**config.mk**
```make
export PLATFORM = sky130hd
export DESIGN_NAME = apb_timer_slave
export DESIGN_NICKNAME = d
export VERILOG_FILES = /design/src/rtl/apb_timer_slave.sv
export SDC_FILE = /design/constraint.sdc
export NUM_CORES = 1
export LEC_CHECK = 0
export ABC_CLOCK_PERIOD_IN_PS = 2700
export BUFFER_PORTS_ARGS = -buffer_cell sky130_fd_sc_hd__buf_4
export CAP_MARGIN = 20
export CORE_ASPECT_RATIO = 0.9
export CORE_MARGIN = 2
export CORE_UTILIZATION = 45
export CTS_CLUSTER_SIZE = 25
export DETAILED_ROUTE_END_ITERATION = 16
export PLACE_DENSITY = 0.63
export SLEW_MARGIN = 30
export SYNTH_ARGS = -nofsm -noshare
export SYNTH_HDL_FRONTEND = slang
export SYNTH_SLANG_ARGS = --single-unit
```
**constraint.sdc**
```tcl
create_clock -name PCLK -period 2.7 [get_ports PCLK]
set_input_delay 0.405 -clock PCLK [delete_from_list [all_inputs] [get_ports PCLK]]
set_output_delay 0.405 -clock PCLK [all_outputs]
set_load 0.005 [all_outputs]
```
**src/rtl/apb_timer_slave.sv**
```systemverilog
// APB slave with a programmable down-counting timer: prescaler, auto-reload, level irq.
// Latency: PREADY rises WAIT_STATES cycles after the first access cycle; irq is registered (+1 cycle).
// Backpressure: PREADY is held low for WAIT_STATES access cycles; dropping PSEL aborts with no commit.
//
// Ports:
//   PCLK, PRESETn                       clock, async active-low reset
//   PSEL, PENABLE, PWRITE, PADDR, PWDATA APB request (only PADDR[7:0] decoded)
//   PRDATA, PREADY, PSLVERR             APB response
//   irq                                  level interrupt = EXPIRED && IRQ_EN
module apb_timer_slave #(
  parameter int WAIT_STATES = 1
) (
  input  logic        PCLK,
  input  logic        PRESETn,
  input  logic        PSEL,
  input  logic        PENABLE,
  input  logic        PWRITE,
  input  logic [31:0] PADDR,
  input  logic [31:0] PWDATA,
  output logic [31:0] PRDATA,
  output logic        PREADY,
  output logic        PSLVERR,
  output logic        irq
);

  typedef enum logic [1:0] {IDLE, SETUP, ACCESS, DONE} state_t;

  // ACCESS lasts WAIT_STATES cycles, so the counter starts one below it.
  localparam logic [2:0] W_START = (WAIT_STATES == 0) ? 3'd0 : 3'(WAIT_STATES - 1);

  state_t      r_state, w_phase, w_next;
  logic [2:0]  r_wait, w_wait_next;
  logic [31:0] r_rdata;
  logic        r_err;

  logic        r_en, r_auto, r_irq_en, r_expired, r_irq;
  logic [31:0] r_load, r_value;
  logic [7:0]  r_prescale, r_pres_cnt;

  logic [7:0]  w_off;
  logic        w_mapped, w_err;
  logic [31:0] w_rmux;
  logic        w_commit, w_wr;
  logic        w_wr_ctrl, w_wr_load, w_wr_pres, w_wr_stat;
  logic        w_tick, w_expire;
  logic        w_unused;

  assign w_off    = PADDR[7:0];
  assign w_unused = ^PADDR[31:8];

  // Register decode and read mux.
  always_comb begin
    w_mapped = 1'b0;
    w_rmux   = '0;
    case (w_off)
      8'h00: begin w_mapped = 1'b1; w_rmux = {29'd0, r_irq_en, r_auto, r_en}; end
      8'h04: begin w_mapped = 1'b1; w_rmux = r_load;                          end
      8'h08: begin w_mapped = 1'b1; w_rmux = r_value;                         end
      8'h0C: begin w_mapped = 1'b1; w_rmux = {24'd0, r_prescale};             end
      8'h10: begin w_mapped = 1'b1; w_rmux = {31'd0, r_expired};              end
      default: ;
    endcase
  end

  assign w_err = !w_mapped || (PWRITE && (w_off == 8'h08));

  // The setup cycle is recognised combinationally so the ACCESS/DONE decision
  // lands on the edge that closes it; this is what makes a zero-wait transfer
  // show PREADY in the very first access cycle.
  always_comb begin
    w_phase     = r_state;
    w_next      = IDLE;
    w_wait_next = r_wait;
    if ((r_state == IDLE || r_state == DONE) && PSEL && !PENABLE)
      w_phase = SETUP;
    case (w_phase)
      SETUP: begin
        if (WAIT_STATES == 0) begin
          w_next = DONE;
        end else begin
          w_next      = ACCESS;
          w_wait_next = W_START;
        end
      end
      ACCESS: begin
        if (!(PSEL && PENABLE))
          w_next = IDLE;
        else if (r_wait == 3'd0)
          w_next = DONE;
        else begin
          w_next      = ACCESS;
          w_wait_next = r_wait - 3'd1;
        end
      end
      default: w_next = IDLE;
    endcase
  end

  always_ff @(posedge PCLK or negedge PRESETn) begin
    if (!PRESETn) begin
      r_state <= IDLE;
      r_wait  <= 3'd0;
      r_rdata <= '0;
      r_err   <= 1'b0;
    end else begin
      r_state <= w_next;
      r_wait  <= w_wait_next;
      if (w_phase == SETUP) begin
        r_rdata <= w_err ? 32'd0 : w_rmux;
        r_err   <= w_err;
      end
    end
  end

  assign PREADY  = (r_state == DONE);
  assign PSLVERR = PREADY && r_err;
  assign PRDATA  = (PREADY && !r_err) ? r_rdata : 32'd0;
  assign irq     = r_irq;

  assign w_commit  = (r_state == DONE) && PSEL && PENABLE;
  assign w_wr      = w_commit && PWRITE && !r_err;
  assign w_wr_ctrl = w_wr && (w_off == 8'h00);
  assign w_wr_load = w_wr && (w_off == 8'h04);
  assign w_wr_pres = w_wr && (w_off == 8'h0C);
  assign w_wr_stat = w_wr && (w_off == 8'h10);

  assign w_tick   = r_en && (r_pres_cnt == r_prescale);
  assign w_expire = w_tick && (r_value == 32'd0);

  always_ff @(posedge PCLK or negedge PRESETn) begin
    if (!PRESETn) begin
      r_en       <= 1'b0;
      r_auto     <= 1'b0;
      r_irq_en   <= 1'b0;
      r_load     <= '0;
      r_value    <= '0;
      r_prescale <= '0;
      r_pres_cnt <= '0;
      r_expired  <= 1'b0;
      r_irq      <= 1'b0;
    end else begin
      r_irq <= r_expired && r_irq_en;

      if (!r_en || w_wr_pres || w_tick)
        r_pres_cnt <= 8'd0;
      else
        r_pres_cnt <= r_pres_cnt + 8'd1;

      // A bus write to LOAD wins over the tick decrement/reload.
      if (w_wr_load)
        r_value <= PWDATA;
      else if (w_tick) begin
        if (r_value != 32'd0)
          r_value <= r_value - 32'd1;
        else if (r_auto)
          r_value <= r_load;
      end

      // Expiry set wins over a software clear in the same cycle.
      if (w_expire)
        r_expired <= 1'b1;
      else if (w_wr_stat && PWDATA[0])
        r_expired <= 1'b0;

      // A CTRL write wins over the one-shot auto-disable.
      if (w_wr_ctrl) begin
        r_en     <= PWDATA[0];
        r_auto   <= PWDATA[1];
        r_irq_en <= PWDATA[2];
      end else if (w_expire && !r_auto)
        r_en <= 1'b0;

      if (w_wr_load) r_load     <= PWDATA;
      if (w_wr_pres) r_prescale <= PWDATA[7:0];
    end
  end

endmodule

```
==> impl.org, run 1 <==
** Synth
- After synthesis, the most frequently instantiated cells are sky130_fd_sc_hd__nand2_1 (141), sky130_fd_sc_hd__dfrtp_1 (123), sky130_fd_sc_hd__o21ai_0 (45), sky130_fd_sc_hd__nor2_1 (38), sky130_fd_sc_hd__and2_1 (36).
- Dividing the synthesized area by the synthesized cell count gives 9.33 sq um.
- Syn_nets :: 806
- Number of warnings reported in the yosys synthesis log :: 0
- Number of enable-type register cells in the synthesized netlist :: 0
- The largest total area in the synthesized netlist belongs to sky130_fd_sc_hd__dfrtp_1.
- Number of instances in the synthesized netlist :: 730
- After synthesis, the share of flip-flops with an asynchronous set or reset is between 90% and 100%.
- The most used flip-flop cell after synthesis is sky130_fd_sc_hd__dfrtp_1.
- Fraction of synthesized cell area taken by the top area cell type :: 45.2%
- Sequential elements use 45.2% of the synthesized area.
- The netlist uses between 70 and 80 different library cells.
- Register bit total from synthesis :: roughly 120
- After synthesis, the cell types taking the most area are sky130_fd_sc_hd__dfrtp_1 (45%), sky130_fd_sc_hd__nand2_1 (7.8%), sky130_fd_sc_hd__mux2_2 (3.8%).
- Most instantiated library cell after synthesis :: sky130_fd_sc_hd__nand2_1
- After synthesis the cells add up to between 6000 and 7000 sq um.

** Detailed routing
- After detailed routing, the number of remaining DRC violations is 0.
- In this run the remaining antenna-violating nets after routing total 0.
- Dividing the detail-routed wire length by the instance count gives approximately 18 microns.
- Uppermost metal layer occupied by signal nets :: met4
- For this run, the detailed router's first-pass iteration total came to 5.
- After detailed routing, the met3 layer carries roughly 1.6 mm of wire.
- Wire segments on met2 add up to 7.82 mm in the final route.
- Wire length reported by the detailed router :: 18.5 mm
- Iter 0 DRT Violations :: around 540
- In the final routing, the length of wire on met1 measures just under 9 mm.
- The final route contains 5917 vias.
- After detailed routing, the number of vias per cell comes to ~5.7.

** Placed design
- Including well taps, the total number of placed cells is 1001.
- DPL Wire Length :: between 10 and 15 mm
- Number of input and output port buffers inserted :: 79
- In this run the cell area measured after placement is around 7800 sq um.
- Global placer's final weighted congestion :: 0.872

** Setup path
- The worst setup path is launched from a flip-flop.
- The worst setup path is captured at a flip-flop.
- Req. time, crit path :: 3.00 ns
- Classification of the worst setup path :: reg -> reg
- Highest fanout seen on the critical path :: 6
- STA puts the critical path data arrival time at approximately 2.9 ns.

** Timing
- Count of final max-slew check failures :: 0
- For this run, the top clock speed supported by timing is 0.392 GHz.
- In the finished design, the share of the clock period the worst path needs comes to 94.4%.
- Setup repair after global routing missed its margin :: false
- Final setup violation count :: 0
- Maximum clock skew at final layout :: 0.00973 ns
- The tightest hold path in the finished design has a slack of 0.190 ns.
- At the pin with the least slew margin, the transition time is ~0.66 ns.
- Measured against its own limit, the worst slew margin works out to 55.6%.
- Setup TNS :: 0 ns
- The smallest clock period supported by the final layout is computed as 2.55 ns.
- Number of hold violations in the final report :: 0

** Floorplan
- Measured along the y axis, the die boundary spans approximately 120 microns.
- The floorplan step set the die width to 134 microns.
- Starting utilization of the core area :: 46.1%
- In this run the core area contains between 40 and 50 standard-cell rows.
- Placeable Area :: 14800 sq um
- During I/O placement, the number of pins put on the boundary was 104.
- The die covers around 16000 sq um.

** GRT
- Wire length of the first global-routing pass :: 30.5 mm
- Largest net degree at the start of global routing :: 44
- The via count of the first global-routing pass came to 5626.
- After global routing the overflow that remains totals 0.
- The initial antenna violation count was 0.
- Combined global-route utilization of all metal layers :: between 20% and 30%

** Clock tree
- CTS-repair resized insts :: 0
- CTS sink cnt :: 123
- Cell at the root of the clock tree :: sky130_fd_sc_hd__clkbuf_16
- No sink is reached through more buffers than the 2 on the longest clock path.
- The clock tree synthesis step divided the H-tree into 4 levels.
- Clock-pin slew reported for the worst setup and hold paths after clock tree synthesis :: 0.06 ns
- The number of clock buffers added by TritonCTS is 17.
- Buffers inserted to repair hold after CTS numbered 1.
- The number of setup buffers added after CTS is 0.
- CTS tree :: built
- Latest clock arrival within the worst-skew pair :: 0.42 ns

** Pwr
- Leakage power figure :: 0.00374 uW
- Total power per unit cell area :: roughly 530 nW/um^2
- Peak supply drop :: 0.000479 V

** Layout
- Diodes inserted :: 0
- Once layout is complete, the cells apart from fillers number 1034.
- With fillers left out, the area of the finished cells amounts to 8410 sq um.
- The post-route netlist has between 20% and 30% of its cells at a drive strength greater than 1.
- Number of nets in the final layout :: 899
- Area Growth Syn to Fin :: 23.5%

** Hold path
- Type of the most critical hold path :: in -> reg

** Run status
- The run finished with clean final reports.

** Job
- Max-cap check violation count :: 0
[cell families after synthesis]
family	count (synthesis)	synth area share (%)
and+or+nand+nor	303	22.3
AOI/OAI and AO/OA	161	15.6
DFF	123	45.2
buffers and inverters	62	4.12
muxes	44	7.63
xor gates and xnor gates	30	3.86
adders and majority gates	7	1.29
[path summary, 6_finish.rpt]
| path | to | slack (ns) | from | depth (start not counted) |
|---|---|---|---|---|
| setup reg to reg | r_value[14]$_DFFE_PN0P_ | 0.15 | r_value[0]$_DFFE_PN0P_ | 8 |
| min in group asynchronous | r_prescale[6]$_DFFE_PN0P_ | 0.51 | PRESETn | 2 |
| max in group asynchronous | r_rdata[15]$_DFFE_PN0P_ | 1.49 | PRESETn | 3 |
| hold / removal | r_load[30]$_DFFE_PN0P_ | 0.19 | PWDATA[30] | 3 |
| hold reg to reg | r_rdata[28]$_DFFE_PN0P_ | 0.47 | r_rdata[28]$_DFFE_PN0P_ | 2 |
| setup / recovery | r_value[14]$_DFFE_PN0P_ | 0.15 | r_value[0]$_DFFE_PN0P_ | 8 |
[final cells by class]
type	count	area, sq um
Fill cell	1271	6360
Tap cell	198	248
Inverter	17	63.8
Multi-Input combinational cell	545	3460
Clock buffer	20	457
Sequential cell	123	3080
Timing Repair Buffer	119	933
Clock inverter	12	170
[report_power, final]
part	internal, uW	switching [uW]	total [uW]	leakage [uW]
logic	69.1	102	171	0.00185
clock network	1590	839	2430	0.000310
registers	1850	2.67	1850	0.00158
[routing by layer]
metal	global-route usage, %	up-vias
li1	-	2776
met1	37.9	2885
met2	34.8	233
met3	4.78	23
met4	5.85	0
met5	0	-
[registers in the layout, summed over array words and instances (netlist names)]
signal / cells
r_expired: 1
r_wait: 3
irq: 1
r_rdata: 32
r_prescale: 8
r_auto: 1
r_state: 2
r_load: 32
r_en: 1
r_pres_cnt: 8
r_value: 32
r_err: 1
r_irq_en: 1
[worst max-delay path, stage by stage (launching register included)]
cell,delay [ns]
sky130_fd_sc_hd__dfrtp_1,0.46
sky130_fd_sc_hd__inv_1,0.11
sky130_fd_sc_hd__ha_1,0.18
sky130_fd_sc_hd__or4b_2,0.68
sky130_fd_sc_hd__nor4_1,0.35
sky130_fd_sc_hd__xor2_1,0.12
sky130_fd_sc_hd__mux2_1,0.30
sky130_fd_sc_hd__mux2i_1,0.16
sky130_fd_sc_hd__o21ai_1,0.07
[stage by stage]
| stage | util, % | worst slack, ns | power [uW] |
|---|---|---|---|
| detailed placement | 52.6 | 0.174 | 2060 |
| global placement | 52.6 | 0.218 | 2050 |
| floorplan | - | 0.310 | 1930 |
| global route | 56.9 | 0.0269 | 4580 |
| CTS | 56.9 | 0.175 | 4480 |
| finish | 56.9 | 0.151 | 4450 |
[cells in the final DEF (no fill, tap or decap), types with 5 or more instances in the layout]
| master | Yosys | routed |
|---|---|---|
| sky130_fd_sc_hd__and3_1 | 5 | 5 |
| sky130_fd_sc_hd__dfrtp_1 | 123 | 123 |
| sky130_fd_sc_hd__xor2_1 | 8 | 8 |
| sky130_fd_sc_hd__o21ai_0 | 45 | 45 |
| sky130_fd_sc_hd__clkbuf_16 | 0 | 17 |
| sky130_fd_sc_hd__o21ai_1 | 15 | 15 |
| sky130_fd_sc_hd__nand4_1 | 5 | 5 |
| sky130_fd_sc_hd__nand2_1 | 141 | 141 |
| sky130_fd_sc_hd__nor2_1 | 38 | 38 |
| sky130_fd_sc_hd__mux2i_1 | 14 | 14 |
| sky130_fd_sc_hd__buf_4 | 2 | 115 |
| sky130_fd_sc_hd__nor4_1 | 11 | 11 |
| sky130_fd_sc_hd__a21oi_1 | 12 | 12 |
| sky130_fd_sc_hd__nor3_1 | 17 | 17 |
| sky130_fd_sc_hd__o211ai_1 | 8 | 8 |
| sky130_fd_sc_hd__a22oi_1 | 31 | 31 |
| sky130_fd_sc_hd__or3_1 | 5 | 5 |
| sky130_fd_sc_hd__xnor2_1 | 22 | 22 |
| sky130_fd_sc_hd__mux2_2 | 23 | 23 |
| sky130_fd_sc_hd__nand3_1 | 13 | 13 |
| sky130_fd_sc_hd__ha_1 | 7 | 7 |
| sky130_fd_sc_hd__clkinv_2 | 0 | 5 |
| sky130_fd_sc_hd__a31oi_1 | 9 | 9 |
| sky130_fd_sc_hd__inv_1 | 17 | 17 |
| sky130_fd_sc_hd__and2_1 | 36 | 35 |
| sky130_fd_sc_hd__or4_1 | 5 | 5 |
Note: power is estimated with default switching activity, not from simulation.
==> run 2, diff against run 1 <==
--- a/config.mk
+++ b/config.mk
@@ -5,7 +5,7 @@
 export SDC_FILE = /design/constraint.sdc
 export NUM_CORES = 1
 export LEC_CHECK = 0
-export ABC_CLOCK_PERIOD_IN_PS = 2700
+export ABC_CLOCK_PERIOD_IN_PS = 2720
 export BUFFER_PORTS_ARGS = -buffer_cell sky130_fd_sc_hd__buf_4
 export CAP_MARGIN = 20
 export CORE_ASPECT_RATIO = 0.9
@@ -14,6 +14,7 @@
 export CTS_CLUSTER_SIZE = 25
 export DETAILED_ROUTE_END_ITERATION = 16
 export PLACE_DENSITY = 0.63
+export SETUP_SLACK_MARGIN = 0.3
 export SLEW_MARGIN = 30
 export SYNTH_ARGS = -nofsm -noshare
 export SYNTH_HDL_FRONTEND = slang
==> constraint.sdc (replaced) <==
create_clock -name PCLK -period 2.72 [get_ports PCLK]
set_input_delay 0.408 -clock PCLK [delete_from_list [all_inputs] [get_ports PCLK]]
set_output_delay 0.408 -clock PCLK [all_outputs]
set_load 0.005 [all_outputs]
==> run 2 against run 1 <==
Net effect:
- combinational power hardly changed
- critical path type unchanged
- via count is 2.1% higher
- sequential power about the same
- register-to-register slack improved by 0.16 ns
- clock skew fell by 0.0012 ns
- critical path depth shrank 1
- clock power decreased by 9.9%
- worst hold slack got worse by 0.0082 ns
==> impl.org, run 2 (same netlist as run 1, synthesis figures left out) <==
** Run status
- The flow ran to the end, and the final reports show no timing, DRC or antenna violations.

** Detailed routing
- Summed over all layers, the routed wires come to 19.3 mm.
- Detailed-route DRC error count :: 0
- Number of vias after detailed routing :: 6039
- The count of nets left with antenna violations once routing finished came out at 0.
- Iteration count of the initial detailed-routing pass :: 5
- Iter 0 DRT Violations :: slightly above 600
- Dividing the detail-routed via count by the number of cells gives 5.74.
- In the final routed layout, each cell accounts on average for between 15 and 20 microns.

** Layout
- Counting the fill cells in the layout gives between 1000 and 1500.
- Most frequent standard cell in the layout excluding fill and tap cells :: sky130_fd_sc_hd__nand2_1
- Share of cells above drive strength 1 :: about a quarter
- Number of nets in the final layout :: 918
- The repair_antennas step left the layout with diodes totalling 0.
- Biggest regs :: r_load: 32 flops, r_rdata: 32 flops, r_value: 32 flops
- In the layout the commonest cells are sky130_fd_sc_hd__nand2_1 (141), sky130_fd_sc_hd__buf_4 (128), sky130_fd_sc_hd__dfrtp_1 (120).
- The multi-input combinational cells in the finished layout cover a total of 3540 sq um.
- Relative to the synthesized area, the layout overhead comes to 26.1%.
- In the final layout, flip-flops and latches occupy slightly above 3000 sq um.
- Post-layout instance count excluding filler cells :: ~1100

** Pwr
- In this run switching power makes up 21.3% of total power.
- Dividing total power by cell area gives a power density of 489 nW/um^2.
- Share of total power in combinational logic :: 4.1%
- Sequential group share of total power :: a little over two fifths
- Leakage power figure :: 0.00385 uW
- Final total power :: 4200 uW
- The clock network is responsible for a little over half of the overall power.
- The internal power of the cells totals 3310 uW.
- Peak supply drop :: 0.000456 V
- The analysis attributes to net switching a power of roughly 900 uW.

** Timing
- Crit path time final :: 2.41 ns
- Worst max-slew margin expressed relative to the limit :: 67.5%
- Setup repair after global routing missed its margin :: true
- Setup violations remaining at the end of the flow were counted as 0.
- The number of hold violations in the final report came to 0.
- Final critical-path share of the clock period :: 88.5%
- Hold timing on the final database bottoms out at a slack of 0.182 ns.
- Timing would allow up to 0.415 GHz.
- Count of final max-slew check failures :: 0
- Final setup margin :: 0.312 ns
- Between clock sinks in the finished design, the worst skew comes to around 0.0085 ns.
- In the final timing run, aggregate negative setup slack is 0 ns.
- Slew @ Worst Pin :: 0.484 ns

** Floorplan
- In this run the count of I/O pins placed on the die edge is between 100 and 150.
- Die area :: 16100 sq um
- Std cell rows :: 42
- For this configuration, the core starts out at a cell density of 46.1%.
- Placeable Area :: 14800 sq um
- In this run the horizontal extent of the chip is 134 microns.
- The die is 121 microns tall.

** GRT
- For this run the aggregate overflow at the end of global routing stands at 0.
- Largest net degree at the start of global routing :: 82
- Global routing used 24.7% of the available tracks across all layers.
- The initial antenna violation count is 0.
- Via count of the first global-routing pass :: 5649
- The first global-routing pass estimated roughly 30 mm of wire.

** Setup path
- Maximum single-stage delay on the critical path :: roughly 0.56 ns
- Classification of the worst setup path :: reg -> reg
- Req. time, crit path :: 3.04 ns
- Data arrival time at the worst-slack endpoint :: 2.72 ns
- The worst setup path is launched from a flip-flop.
- Of all nets on the critical path, the largest fanout is 8.
- Critical-path cell with the highest stage delay :: sky130_fd_sc_hd__or4_4
- Type of destination of the critical path :: flip-flop
- The worst register-to-register path has a setup slack of roughly 0.31 ns.
- Crit path cell chain :: nor4_4 -> nand4_1 -> buf_6 -> or4_4 -> a21oi_4 -> a311oi_1 -> a21o_1

** Job
- The tool flagged a number of max-cap violations equal to 0.

** Clock tree
- After clock tree synthesis, the clock-pin slew on the worst setup and hold paths is 0.06 ns.
- The H-tree was split into 4 levels.
- CTS sink cnt :: between 100 and 150
- TritonCTS built the clock tree.
- Cell at the root of the clock tree :: sky130_fd_sc_hd__clkbuf_16
- Clock latency on the worst-skew pair, taken at its later pin, is 0.42 ns.
- No sink is reached through more buffers than the 2 on the longest clock path.
- Number of buffers created by CTS :: 17

** Placed design
- Number of input and output port buffers inserted :: slightly below 80
- DPL Wire Length :: 13.4 mm
- After detailed placement, the design holds a cell count of 1001.
- At the placement stage, the worst setup path has a slack of between 0.1 and 0.15 ns.
- The congestion estimate from routability-driven global placement came to 0.917.

** Hold path
- Type of the most critical hold path :: in -> reg
==> run 2: cell types whose count changed in the layout (fill, tap and decap cells not counted), moves of 2 or more <==
cell | previous run | this run
sky130_fd_sc_hd__clkinv_2 | 5 | 7
sky130_fd_sc_hd__a211oi_2 | 0 | 2
sky130_fd_sc_hd__bufinv_16 | 4 | 2
sky130_fd_sc_hd__buf_4 | 115 | 128
sky130_fd_sc_hd__dfrtp_2 | 0 | 3
sky130_fd_sc_hd__nor4_2 | 4 | 2
sky130_fd_sc_hd__nor4_4 | 1 | 4
sky130_fd_sc_hd__clkinv_4 | 2 | 0
sky130_fd_sc_hd__a211oi_1 | 4 | 2
sky130_fd_sc_hd__buf_6 | 0 | 3
sky130_fd_sc_hd__dfrtp_1 | 123 | 120
==> run 2: timing repair <==
action,in CTS,in global routing
setup buffers,5,12
endpoints found under the setup margin,37,30
pin swaps,2,9
gates resized for setup,3,19
cloned,0,2
hold buffers,1,0
hold endpoints to repair,7,0
==> run 2: final timing paths <==
kind	cells after the start	startpoint	to
min	3	PWDATA[30]	r_load[30]$_DFFE_PN0P_
max reg2reg	7	r_value[10]$_DFFE_PN0P_	r_value[23]$_DFFE_PN0P_
max	7	r_value[10]$_DFFE_PN0P_	r_value[23]$_DFFE_PN0P_
min in group asynchronous	2	PRESETn	r_prescale[5]$_DFFE_PN0P_
min reg2reg	2	r_rdata[12]$_DFFE_PN0P_	r_rdata[12]$_DFFE_PN0P_
max in group asynchronous	3	PRESETn	r_value[11]$_DFFE_PN0P_
==> run 2: per-stage QoR <==
step | util, % | area [sq um]
after global placement | 52.6 | 7770
final | 58.2 | 8590
after detailed placement | 52.6 | 7770
after floorplan | - | 6810
after global routing | 58.2 | 8590
after CTS | 56.9 | 8400
==> run 2: cell type report <==
type	count	share of cell area (%)
clock buffer	22	5.52
clock inverter	9	1.11
sequential	123	35.9
multi-input combinational	546	41.2
inverter	17	0.743
timing repair buffer	137	12.6
tap	198	2.88
==> run 2: power by group through the flow <==
stage | registers [uW] | logic (uW) | clock network (uW)
floorplan | 1870 | 51.1 | 0
global placement | 1870 | 169 | 0
detailed placement | 1870 | 174 | 0
CTS | 1840 | 176 | 2230
global route | 1840 | 191 | 2330
finish | 1840 | 172 | 2190
==> run 2: layer usage <==
| metal | part of all wire (%) | track usage (%) | up-vias |
|---|---|---|---|
| met4 | 1.4 | 6.72 | 0 |
| met2 | 43 | 35.4 | 259 |
| li1 | - | - | 2821 |
| met5 | 0 | 0 | - |
| met1 | 47 | 36.2 | 2939 |
| met3 | 9.2 | 7.51 | 20 |
==> run 2: critical path: cells and delay by family (launching register included) <==
kind | cells | cell delay, ns
AOI/OAI and AO/OA | 3 | 0.55
DFF | 1 | 0.41
buffers and inverters | 1 | 0.17
and+or+nand+nor | 3 | 1.18
==> run 3, diff against run 2 <==
--- a/config.mk
+++ b/config.mk
@@ -13,6 +13,7 @@
 export CORE_UTILIZATION = 45
 export CTS_CLUSTER_SIZE = 25
 export DETAILED_ROUTE_END_ITERATION = 16
+export MAX_ROUTING_LAYER = met4
 export PLACE_DENSITY = 0.63
 export SETUP_SLACK_MARGIN = 0.3
 export SLEW_MARGIN = 30
==> run 3 against run 2 <==
Net effect:
- utilization is 0.38 points lower
- clock-buffer cell count is 3 lower
- combinational power hardly changed
- via count shrank 1.6%
- sequential share of layout area grew 0.25 points
- first-iteration DRC count shrank 17%
- worst hold slack lost 0.16 ns
- global-route usage grew 0.31 points
- non-clock buffer count decreased by 11
- critical endpoint unchanged
==> impl.org, run 3 (same netlist as run 1, synthesis figures left out) <==
** Clock tree
- In this run, post-CTS hold repair placed 0 buffers.
- CTS H-tree depth :: 4
- Number of buffers created by CTS :: 17
- Counting every sink on the clock net gives ~120.
- The tree is rooted in a sky130_fd_sc_hd__clkbuf_16.
- At the later pin of the worst-skew pair, clock insertion delay measures around 0.42 ns.
- TritonCTS built the clock tree.
- Clock-pin slew was measured on the worst setup and hold paths at around 0.060 ns.
- Clk buf depth :: 2

** Setup path
- The worst register-to-register path begins at r_value[24]$_DFFE_PN0P_.
- Maximum single-stage delay on the critical path :: 0.53 ns
- Flop2flop setup slack :: 0.32 ns
- STA classifies the critical path endpoint as a flip-flop.
- Data arrival time at the worst-slack endpoint :: 2.71 ns
- Classification of the worst setup path :: reg -> reg
- The worst register-to-register path ends at r_value[23]$_DFFE_PN0P_.
- The critical path goes through nor4_4 -> nand4_4 -> buf_4 -> or4_4 -> a21oi_4 -> a311oi_1 -> a21o_1.
- Req. time, crit path :: 3.03 ns
- Crit-path leading delay family :: simple AND/OR/NAND/NOR gates
- Together, buffers and inverters on the worst path number 1.
- FF-to-FF path depth :: 7
- Critical-path cell with the highest stage delay :: sky130_fd_sc_hd__or4_4
- Startpoint Class :: flip-flop
- Highest fanout seen on the critical path :: 7

** Job
- The tool flagged a number of max-cap violations equal to 0.

** GRT
- The first global-routing pass estimated 30.2 mm of wire.
- For this run the aggregate overflow at the end of global routing stands at 0.
- The via count of the first global-routing pass came to roughly 5700.
- In the global route stage, overall resource usage came out at between 20% and 30%.
- Number of antenna violations at the first check in global routing :: 0
- Entering global routing, the biggest net connects 54 pins.

** Hold path
- The path class of the tightest hold or removal check is in -> async.

** Floorplan
- The die is 121 microns tall.
- In this run the standard cell core region covers 14800 sq um.
- In this run the count of I/O pins placed on the die edge is 104.
- The floorplan step defined a die boundary enclosing about 16000 sq um.
- Starting utilization of the core area :: 46.1%
- The die is 134 microns wide.
- After floorplanning, the core was divided into 42 placement rows.

** Detailed routing
- Iteration count of the initial detailed-routing pass :: 6
- Detailed-route DRC error count :: 0
- For this block, the via count after detailed routing is between 5000 and 6000.
- DR vias/cell :: 5.71
- Post-DRT Antenna Nets :: 0
- Average routed wire per standard cell :: 18.1 microns
- After the first detailed-routing iteration, the DRC count stood at 510.
- Wire length reported by the detailed router :: 18.8 mm

** Layout
- Post-layout instance count excluding filler cells :: around 1000
- The repair_antennas step left the layout with diodes totalling 0.
- Leaving out fill and tap cells, the most frequent cell in the layout is sky130_fd_sc_hd__nand2_1.
- In the final layout, the registers with the most flip-flops are r_load: 32 flops, r_rdata: 32 flops, r_value: 32 flops.
- Most used cells in the layout excluding fill and tap cells :: sky130_fd_sc_hd__nand2_1 (141), sky130_fd_sc_hd__buf_4 (121), sky130_fd_sc_hd__dfrtp_1 (119)
- Share of cells above drive strength 1 :: 25.6%
- The net count of the finished layout is 906.
- The area growth from synthesis to layout is 25.3%.

** Placed design
- Once detailed placement completed, the half-perimeter wirelength came to between 10 and 15 mm.
- At the end of routability-driven placement, the weighted congestion stood at a little under 0.9.
- In this run, placement finished with an instance count of roughly 1000.
- In this run the tool buffered the top-level ports with roughly 80 buffer cells.

** Timing
- Final setup violation count :: 0
- F_max :: between 0.4 and 0.5 GHz
- Crit path time final :: 2.40 ns
- Maximum clock skew at final layout :: about 0.008 ns
- Setup TNS :: 0 ns
- In this run the tightest slew margin relative to its limit is 55.5%.
- Final critical-path share of the clock period :: 88.4%
- Count of final max-slew check failures :: 0
- Slew @ Worst Pin :: 0.668 ns
- Setup repair after global routing could not meet its margin everywhere.
- The number of hold violations in the final report is 0.

** Pwr
- Summed over all nets, the switching power comes to 959 uW.
- Peak supply drop :: 0.000450 V
- In this run the static leakage power is 0.00376 uW.
- Sw frac :: 22.0%
- Combinational cells account for under 10% of the total power.
- Of the total power, registers draw a little over two fifths.
- Part of the total power dissipated in the clock network :: 53.9%
- Total power per unit cell area :: a little over 500 nW/um^2
- Power Internal :: 3400 uW

** Run status
- Result of the run :: finished, final reports clean
[run 3: how the worst max path moves through the flow]
stage / startpoint / end / slack, ns / depth (start not counted)
after floorplan: r_value[0]$_DFFE_PN0P_ / r_value[14]$_DFFE_PN0P_ / 0.33 / 9
after global placement: r_value[10]$_DFFE_PN0P_ / r_value[23]$_DFFE_PN0P_ / 0.18 / 7
after detailed placement: r_value[10]$_DFFE_PN0P_ / r_value[23]$_DFFE_PN0P_ / 0.14 / 7
after CTS: r_value[10]$_DFFE_PN0P_ / r_value[23]$_DFFE_PN0P_ / 0.28 / 7
after global routing: r_value[24]$_DFFE_PN0P_ / r_value[12]$_DFFE_PN0P_ / 0.25 / 7
final: r_value[24]$_DFFE_PN0P_ / r_value[23]$_DFFE_PN0P_ / 0.32 / 7
[run 3: what timing repair did]
item                       4_1_cts  5_1_grt
setup endpoints to repair       31       43
buffers inserted                 4        6
resized for setup                4       12
pin swaps                        2        5
[run 3: power groups by stage]
stage	clock network (uW)	logic (uW)	registers (uW)
3_5_place_dp	0	173	1870
3_3_place_gp	0	169	1870
4_1_cts	2370	174	1840
6_report	2350	171	1840
5_1_grt	2450	190	1840
2_1_floorplan	0	51.1	1870
[run 3: through the flow]
| stage | power, uW | hold WS, ns | util (%) | setup slack [ns] | instance area, sq um |
|---|---|---|---|---|---|
| 2_1_floorplan | 1920 | 0.112 | - | 0.330 | 6810 |
| 5_1_grt | 4480 | 0.0747 | 57.8 | 0.248 | 8530 |
| 4_1_cts | 4390 | 0.0450 | 57.1 | 0.281 | 8430 |
| 3_5_place_dp | 2040 | 0.463 | 52.5 | 0.145 | 7750 |
| 3_3_place_gp | 2040 | 0.456 | 52.5 | 0.183 | 7750 |
| 6_report | 4360 | 0.0248 | 57.8 | 0.316 | 8530 |
[run 3: final cells by class]
| class | instances | area (sq um) |
|---|---|---|
| fill | 1306 | 6230 |
| multi-input combinational | 545 | 3520 |
| sequential | 123 | 3080 |
| timing repair buffer | 126 | 1000 |
| clock buffer | 19 | 453 |
| tap | 198 | 248 |
| clock inverter | 13 | 165 |
| inverter | 17 | 63.8 |
[run 3: routing by layer]
layer  up-vias  wire [microns]  GRT usage, %
li1       2798               -             -
met1      2888            8840          36.6
met2       238            8250          34.9
met3        17            1520          5.79
met4         0             199          6.78
met5         -               0             -
